`config.mk`:
```
export PLATFORM = sky130hd
export DESIGN_NAME = sonar_ranger_flat
export DESIGN_NICKNAME = d
export VERILOG_FILES = /design/src/rtl/sonar_ranger_if.sv /design/src/rtl/sonar_ranger.sv /design/src/flat_wrapper.sv
export SDC_FILE = /design/constraint.sdc
export NUM_CORES = 1
export LEC_CHECK = 0
export CAP_MARGIN = 5
export CELL_PAD_IN_SITES_DETAIL_PLACEMENT = 1
export CELL_PAD_IN_SITES_GLOBAL_PLACEMENT = 2
export CORE_MARGIN = 5
export CORE_UTILIZATION = 38
export DETAILED_ROUTE_END_ITERATION = 8
export HOLD_SLACK_MARGIN = 0.06
export PLACE_DENSITY = 0.87
export SYNTH_ARGS = -nofsm -noshare
export SYNTH_HDL_FRONTEND = slang
export SYNTH_SLANG_ARGS = --single-unit
```
`constraint.sdc`:
```
create_clock -name clk -period 3.6 [get_ports clk]
set_clock_uncertainty 0.2 [all_clocks]
set_input_delay 0.72 -clock clk [delete_from_list [all_inputs] [get_ports clk]]
set_output_delay 0.72 -clock clk [all_outputs]
set_load 0.05 [all_outputs]
```
`src/rtl/sonar_ranger_if.sv`:
```
// sonar_ranger_if: control and result bundle between the ranging controller and the vehicle logic
// master: the ranging controller (drives trig and results); slave: the vehicle side (drives en, echo, threshold)
interface sonar_ranger_if #(
  parameter int CHANNELS = 2,
  parameter int DIST_W = 10
);
  logic en;
  logic [CHANNELS-1:0] echo;
  logic [DIST_W-1:0] near_th_cm;
  logic [CHANNELS-1:0] trig;
  logic [CHANNELS*DIST_W-1:0] dist_cm;
  logic dist_valid;
  logic [2:0] dist_ch;
  logic [CHANNELS-1:0] timeout;
  logic [CHANNELS-1:0] near;
  modport master (
    input en, echo, near_th_cm,
    output trig, dist_cm, dist_valid, dist_ch, timeout, near
  );
  modport slave (
    output en, echo, near_th_cm,
    input trig, dist_cm, dist_valid, dist_ch, timeout, near
  );
endinterface

```
`src/rtl/sonar_ranger.sv`:
```
// sonar_ranger: round-robin ultrasonic ranging with echo timing, cm conversion and obstacle flags
// clk, rst (async, active-high); bus.master: en, echo, near_th_cm in; trig, dist_cm, dist_valid, dist_ch, timeout, near out
module sonar_ranger #(
  parameter int CLK_HZ = 100000000,
  parameter int CHANNELS = 2,
  parameter int DIST_W = 10,
  parameter int TRIG_US = 10,
  parameter int SLOT_US = 60000,
  parameter int TIMEOUT_US = 30000,
  parameter int HYST_CM = 5
) (
  input logic clk,
  input logic rst,
  sonar_ranger_if.master bus
);
  localparam int TICK = CLK_HZ / 1000000;
  localparam int PW = TICK > 1 ? $clog2(TICK) : 1;
  localparam int CW = CHANNELS > 1 ? $clog2(CHANNELS) : 1;
  localparam int SW = $clog2(SLOT_US + 1);
  localparam int TW = $clog2((TRIG_US > TIMEOUT_US ? TRIG_US : TIMEOUT_US) + 1);
  localparam logic [DIST_W-1:0] DMAX = '1;
  localparam logic [DIST_W:0] HYST = (DIST_W+1)'(HYST_CM);
  typedef enum logic [2:0] {IDLE, TRIG, WAIT_RISE, MEASURE, DONE, GAP} state_t;
  state_t state, nxt;
  logic [PW-1:0] pre;
  logic us_tick;
  logic [CHANNELS-1:0] s1, s2, s3;
  logic rise_q, fall_q;
  logic [CW-1:0] ptr, ptr_n;
  logic [SW-1:0] slot;
  logic [TW-1:0] tcnt;
  logic [5:0] sub, sub_n;
  logic [DIST_W-1:0] cm, cm_n, res;
  logic to_n;
  logic [CHANNELS-1:0] trig_q, to_q, near_q;
  logic [CHANNELS*DIST_W-1:0] dist_q;
  assign us_tick = pre == PW'(TICK - 1);
  always_ff @(posedge clk or posedge rst)
    if (rst) pre <= '0;
    else pre <= us_tick ? '0 : pre + 1'b1;
  // s3 is the previous synchronised sample; edges of the selected channel are registered once
  always_ff @(posedge clk or posedge rst)
    if (rst) begin
      s1 <= '0;
      s2 <= '0;
      s3 <= '0;
      rise_q <= 1'b0;
      fall_q <= 1'b0;
    end else begin
      s1 <= bus.echo;
      s2 <= s1;
      s3 <= s2;
      rise_q <= s2[ptr] & ~s3[ptr];
      fall_q <= ~s2[ptr] & s3[ptr];
    end
  always_ff @(posedge clk or posedge rst)
    if (rst) state <= IDLE;
    else state <= nxt;
  always_comb begin
    nxt = state;
    to_n = 1'b0;
    case (state)
      IDLE: if (us_tick && bus.en) nxt = TRIG;
      TRIG: if (us_tick && tcnt == TW'(TRIG_US - 1)) nxt = WAIT_RISE;
      WAIT_RISE:
        if (rise_q) nxt = MEASURE;
        else if (us_tick && tcnt == TW'(TIMEOUT_US - 1)) begin
          nxt = DONE;
          to_n = 1'b1;
        end
      MEASURE:
        if (fall_q) nxt = DONE;
        else if (us_tick && tcnt == TW'(TIMEOUT_US - 1)) begin
          nxt = DONE;
          to_n = 1'b1;
        end
      DONE: nxt = GAP;
      GAP: if (us_tick && slot >= SW'(SLOT_US - 1)) nxt = bus.en ? TRIG : IDLE;
      default: nxt = IDLE;
    endcase
  end
  assign ptr_n = ptr == CW'(CHANNELS - 1) ? '0 : ptr + 1'b1;
  assign sub_n = us_tick ? (sub == 6'd57 ? 6'd0 : sub + 6'd1) : sub;
  // result uses this cycle's count so a fall on a 58 us boundary is not lost
  assign cm_n = us_tick && sub == 6'd57 && cm != DMAX ? cm + 1'b1 : cm;
  assign res = to_n ? DMAX : cm_n;
  always_ff @(posedge clk or posedge rst)
    if (rst) begin
      ptr <= '0;
      slot <= '0;
      tcnt <= '0;
      sub <= '0;
      cm <= '0;
      trig_q <= '0;
      dist_q <= '1;
      to_q <= '0;
      near_q <= '1;
    end else begin
      slot <= nxt == TRIG && state != TRIG ? '0 : us_tick && slot != SW'(SLOT_US) ? slot + 1'b1 : slot;
      tcnt <= nxt != state ? '0 : tcnt + TW'(us_tick);
      sub <= state == MEASURE ? sub_n : '0;
      cm <= state == MEASURE ? cm_n : '0;
      if (state == GAP && nxt != GAP) ptr <= ptr_n;
      trig_q <= nxt == TRIG ? CHANNELS'(1) << (state == GAP ? ptr_n : ptr) : '0;
      if (nxt == DONE) begin
        dist_q[ptr*DIST_W +: DIST_W] <= res;
        to_q[ptr] <= to_n;
        near_q[ptr] <= to_n ? 1'b0 : res < bus.near_th_cm ? 1'b1 :
                       {1'b0, res} >= {1'b0, bus.near_th_cm} + HYST ? 1'b0 : near_q[ptr];
      end
    end
  assign bus.trig = trig_q;
  assign bus.dist_cm = dist_q;
  assign bus.timeout = to_q;
  assign bus.near = near_q;
  always_comb begin
    bus.dist_valid = state == DONE;
    bus.dist_ch = 3'(ptr);
  end
endmodule

```
`src/flat_wrapper.sv`:
```
// flat-port wrapper written by rule: the top's interface ports become plain ports
module sonar_ranger_flat 
#(
  parameter int CLK_HZ = 100000000,
  parameter int CHANNELS = 2,
  parameter int DIST_W = 10,
  parameter int TRIG_US = 10,
  parameter int SLOT_US = 60000,
  parameter int TIMEOUT_US = 30000,
  parameter int HYST_CM = 5
)
  (clk, rst, bus_en, bus_echo, bus_near_th_cm, bus_trig, bus_dist_cm, bus_dist_valid, bus_dist_ch, bus_timeout, bus_near);
  sonar_ranger_if #(.CHANNELS(CHANNELS), .DIST_W(DIST_W)) bus_i ();
  input logic clk;
  input logic rst;
  input wire logic [$bits(bus_i.en)-1:0] bus_en;
  input wire logic [$bits(bus_i.echo)-1:0] bus_echo;
  input wire logic [$bits(bus_i.near_th_cm)-1:0] bus_near_th_cm;
  output wire logic [$bits(bus_i.trig)-1:0] bus_trig;
  output wire logic [$bits(bus_i.dist_cm)-1:0] bus_dist_cm;
  output wire logic [$bits(bus_i.dist_valid)-1:0] bus_dist_valid;
  output wire logic [$bits(bus_i.dist_ch)-1:0] bus_dist_ch;
  output wire logic [$bits(bus_i.timeout)-1:0] bus_timeout;
  output wire logic [$bits(bus_i.near)-1:0] bus_near;
  assign bus_i.en = bus_en;
  assign bus_i.echo = bus_echo;
  assign bus_i.near_th_cm = bus_near_th_cm;
  assign bus_trig = bus_i.trig;
  assign bus_dist_cm = bus_i.dist_cm;
  assign bus_dist_valid = bus_i.dist_valid;
  assign bus_dist_ch = bus_i.dist_ch;
  assign bus_timeout = bus_i.timeout;
  assign bus_near = bus_i.near;
  sonar_ranger #(.CLK_HZ(CLK_HZ), .CHANNELS(CHANNELS), .DIST_W(DIST_W), .TRIG_US(TRIG_US), .SLOT_US(SLOT_US), .TIMEOUT_US(TIMEOUT_US), .HYST_CM(HYST_CM)) u_core (.clk(clk), .rst(rst), .bus(bus_i));
endmodule
```
==> reports/metrics.csv <==
metric,value,unit
top-level I/O count,45,
status,completed,
total CTS buffers,9,
DRT Wirelength,13.4,mm
layout cells sized above 1,18.2,%
# fillers,1525,
Max VDD drop,0.000205,V
total number of vias,4142,
GRT Util Overall,17.1,%
CTS HTree Levels,3,
first-pass GRT wire length,22.5,mm
Critical Path Source Type,flop,
Remaining DRCs,0,
"Clk pin slew, worst setup/hold paths",0.06,ns
row cnt,43,
Final Max Tran Viols,0,
area of the multi-input gates,2840,um^2
"Data required, critical path",3.69,ns
Die Y,128,um
power share of the clock group,46.1,%
clock latency on the worst-skew pair,0.34,ns
"EDFF count, synth",0,
synth-to-layout area growth,20.7,%
Reg power frac,49.6,%
final net count,620,
DR WL/cell,17.6,um
IO Port Bufs,42,
Tmin final,3.41,ns
Slew HR,41.6,%
CTS Sinks,92,
vias in the first global route,4436,
leading post-synthesis cells by cell area,"dfrtp_1 (33%), dfstp_2 (11%), ha_1 (6.9%)",
Synth Flop Type,dfrtp_1,
sequential cell area,2330,um^2
switching pwr,0.000459,W
setup violators final,0,
yosys warns,0,
Core ar.,13700,um^2
RePlAce Congestion,0.821,
Iteration-0 DRC Markers,206,
die area,16300,um^2
Post-CTS Setup Bufs,0,
global route overflow,0,
Least-Margin Pin Slew,0.872,ns
largest net degree at the start of global routing,36,
Final ANT Viol Nets,0,
Min-Delay Path Class,reg -> reg,
internal power,0.00164,W
n_diodes,0,
initial antenna violation count,0,
Synth Register Bits,92,
worst setup margin,0.192,ns
# Max-Cap Violations,0,
first drt pass iteration count,4,
clock tree buffer depth,2,
Synth Cell Area,5270,um^2
ys async rst share,100,%
critical path peak fanout,8,
CP Data Arrival Time,3.49,ns
Sw Ratio,21.8,%
chip width,128,um
combinational share of power,4.3,%
post-route clock period utilization,94.7,%
LEAKAGE,2.62,nW
crit end category,flop,
synthesized netlist cell count,520,
post-synth top area cell,dfrtp_1,
CTS tree,done,
Mean Syn Cell Area,10.1,um^2
post-synth top area share,33.3,%
Fmax achieved,0.293,GHz
Power Density,331,nW/um^2
worst hold margin,0.153,ns
Root Buffer,clkbuf_16,
Avg Vias per Cell,5.44,
crit path kind,reg -> reg,
Final Hold Viols,0,
hpwl dp,10.2,mm
dpl ws,0.103,ns
sequential share of the synthesized area,44.2,%
Synth cell types,76,
Initial Utilization,38.4,%
## worst paths after layout
kind | startpoint | slack (ns) | cells past startpoint | endpoint
worst max-delay path | u_core.pre[4] | 0.19 | 10 | u_core.bus.near[0]
worst min-delay path | u_core.s1[0] | 0.15 | 0 | u_core.s2[0]
worst max register to register | u_core.pre[4] | 0.19 | 10 | u_core.bus.near[0]
worst min register to register | u_core.s1[0] | 0.15 | 0 | u_core.s2[0]
max in group asynchronous | rst | 1.93 | 3 | u_core.bus.dist_cm[18]
min in group asynchronous | rst | 0.57 | 2 | u_core.pre[0]
## per-stage QoR
step / instance area [um^2] / std cells / setup TNS [ns] / util [%] / power, W
2_1_floorplan: 5270 / 521 / 0 / - / 0.00111
3_3_place_gp: 5960 / 744 / 0 / 43.5 / 0.00115
3_5_place_dp: 5960 / 744 / 0 / 43.5 / 0.00115
4_1_cts: 6270 / 760 / 0 / 45.7 / 0.00213
5_1_grt: 6360 / 761 / -0.00872 / 46.3 / 0.00219
6_report: 6360 / 761 / 0 / 46.3 / 0.00210
## Yosys cell counts (6+ instances only)
cell and number:
dfrtp_1 70, nor2_1 50, nand2_1 38, ha_1 29, xnor2_1 28, nand3_1 25, dfstp_2 22, inv_1 22
a21oi_1 16, a2bb2oi_1 16, xor2_1 16, nor3_1 12, o21ai_0 12, nand4_1 11, nor2_2 11, and3_1 9
nor2b_1 8, buf_4 7, clkbuf_1 7, mux2i_1 6, nand2b_1 6, or3_1 6
## layout by cell type (no fill, tap or decap), drive strengths merged, types with 4 or more instances in the layout
| cell | Yosys | routed |
|---|---|---|
| mux2i | 6 | 6 |
| nor4 | 7 | 7 |
| xor2 | 16 | 16 |
| nor2 | 61 | 61 |
| ha | 29 | 29 |
| nand3 | 26 | 26 |
| and4 | 4 | 4 |
| o2111ai | 4 | 4 |
| o21a | 4 | 4 |
| nor2b | 8 | 8 |
| clkbuf | 7 | 14 |
| nand2b | 6 | 6 |
| mux2 | 4 | 4 |
| o211ai | 4 | 4 |
| xnor2 | 28 | 28 |
| clkdlybuf4s50 | 0 | 42 |
| or3 | 6 | 6 |
| nand2 | 39 | 39 |
| and2 | 6 | 6 |
| and3 | 10 | 10 |
| nor3 | 16 | 16 |
| inv | 23 | 22 |
| a2bb2oi | 16 | 16 |
| nor4b | 4 | 4 |
| dfrtp | 70 | 70 |
| dfstp | 22 | 22 |
| a31oi | 4 | 4 |
| nor3b | 4 | 4 |
| nand4 | 13 | 14 |
| buf | 10 | 18 |
| a21oi | 17 | 17 |
| o21ai | 13 | 13 |
## routing by layer
layer	share of wire, %	global-route usage [%]	vias up
met3	2.2	2.58	12
met4	1.1	4.68	0
met1	47	22.5	2105
li1	-	-	1984
met2	50	29.4	41
met5	0	0	-
## cells by family after synthesis
group                    count (synthesis)  synth area share [%]
flip-flops                              92                  44.2
AND/OR/NAND/NOR                        221                  24.0
multiplexers                            10                  2.14
adder cells (fa/ha/maj)                 29                  6.89
AO/OA/AOI/OAI                           83                  11.8
other                                    1                0.0712
buffers and inverters                   40                  3.54
XOR/XNOR                                44                  7.32
## critical path: stages, from the launching register on
cell and delay, ns:
dfrtp_1 0.44, nor4bb_2 0.33, buf_4 0.25, nand4_4 0.17, o31ai_1 0.45, nand3_1 0.24, ha_1 0.35, a2111oi_0 0.38
a21oi_1 0.16, nor3b_1 0.24, a221o_1 0.14
## flip-flops by register name, indices dropped and copies added, names as in the netlist, 3 cells and up
register	count
u_core.bus.dist_cm	20
u_core.cm	10
u_core.pre	7
u_core.slot	16
u_core.state	3
u_core.sub	6
u_core.tcnt	15
## what timing repair did
item | CTS | global route
resized for setup | 0 | 13
endpoints found under the setup margin | 0 | 2
hold buffers | 0 | 0
## final cells by class
class | count | share of cell area (%)
Multi-Input combinational cell | 390 | 44.6
Timing Repair Buffer | 60 | 8.94
Clock inverter | 2 | 0.217
Inverter | 23 | 1.38
Clock buffer | 14 | 4.65
Sequential cell | 92 | 36.7
Tap cell | 180 | 3.54
## power groups by stage
stage / logic (W) / clock network, W / registers [W]
2_1_floorplan: 0.0000534 / 0 / 0.00106
3_3_place_gp: 0.0000892 / 0 / 0.00106
3_5_place_dp: 0.0000920 / 0 / 0.00106
4_1_cts: 0.0000925 / 0.000992 / 0.00104
5_1_grt: 0.000103 / 0.00104 / 0.00104
6_report: 0.0000899 / 0.000970 / 0.00104
Note: power is estimated with default switching activity, not from simulation.
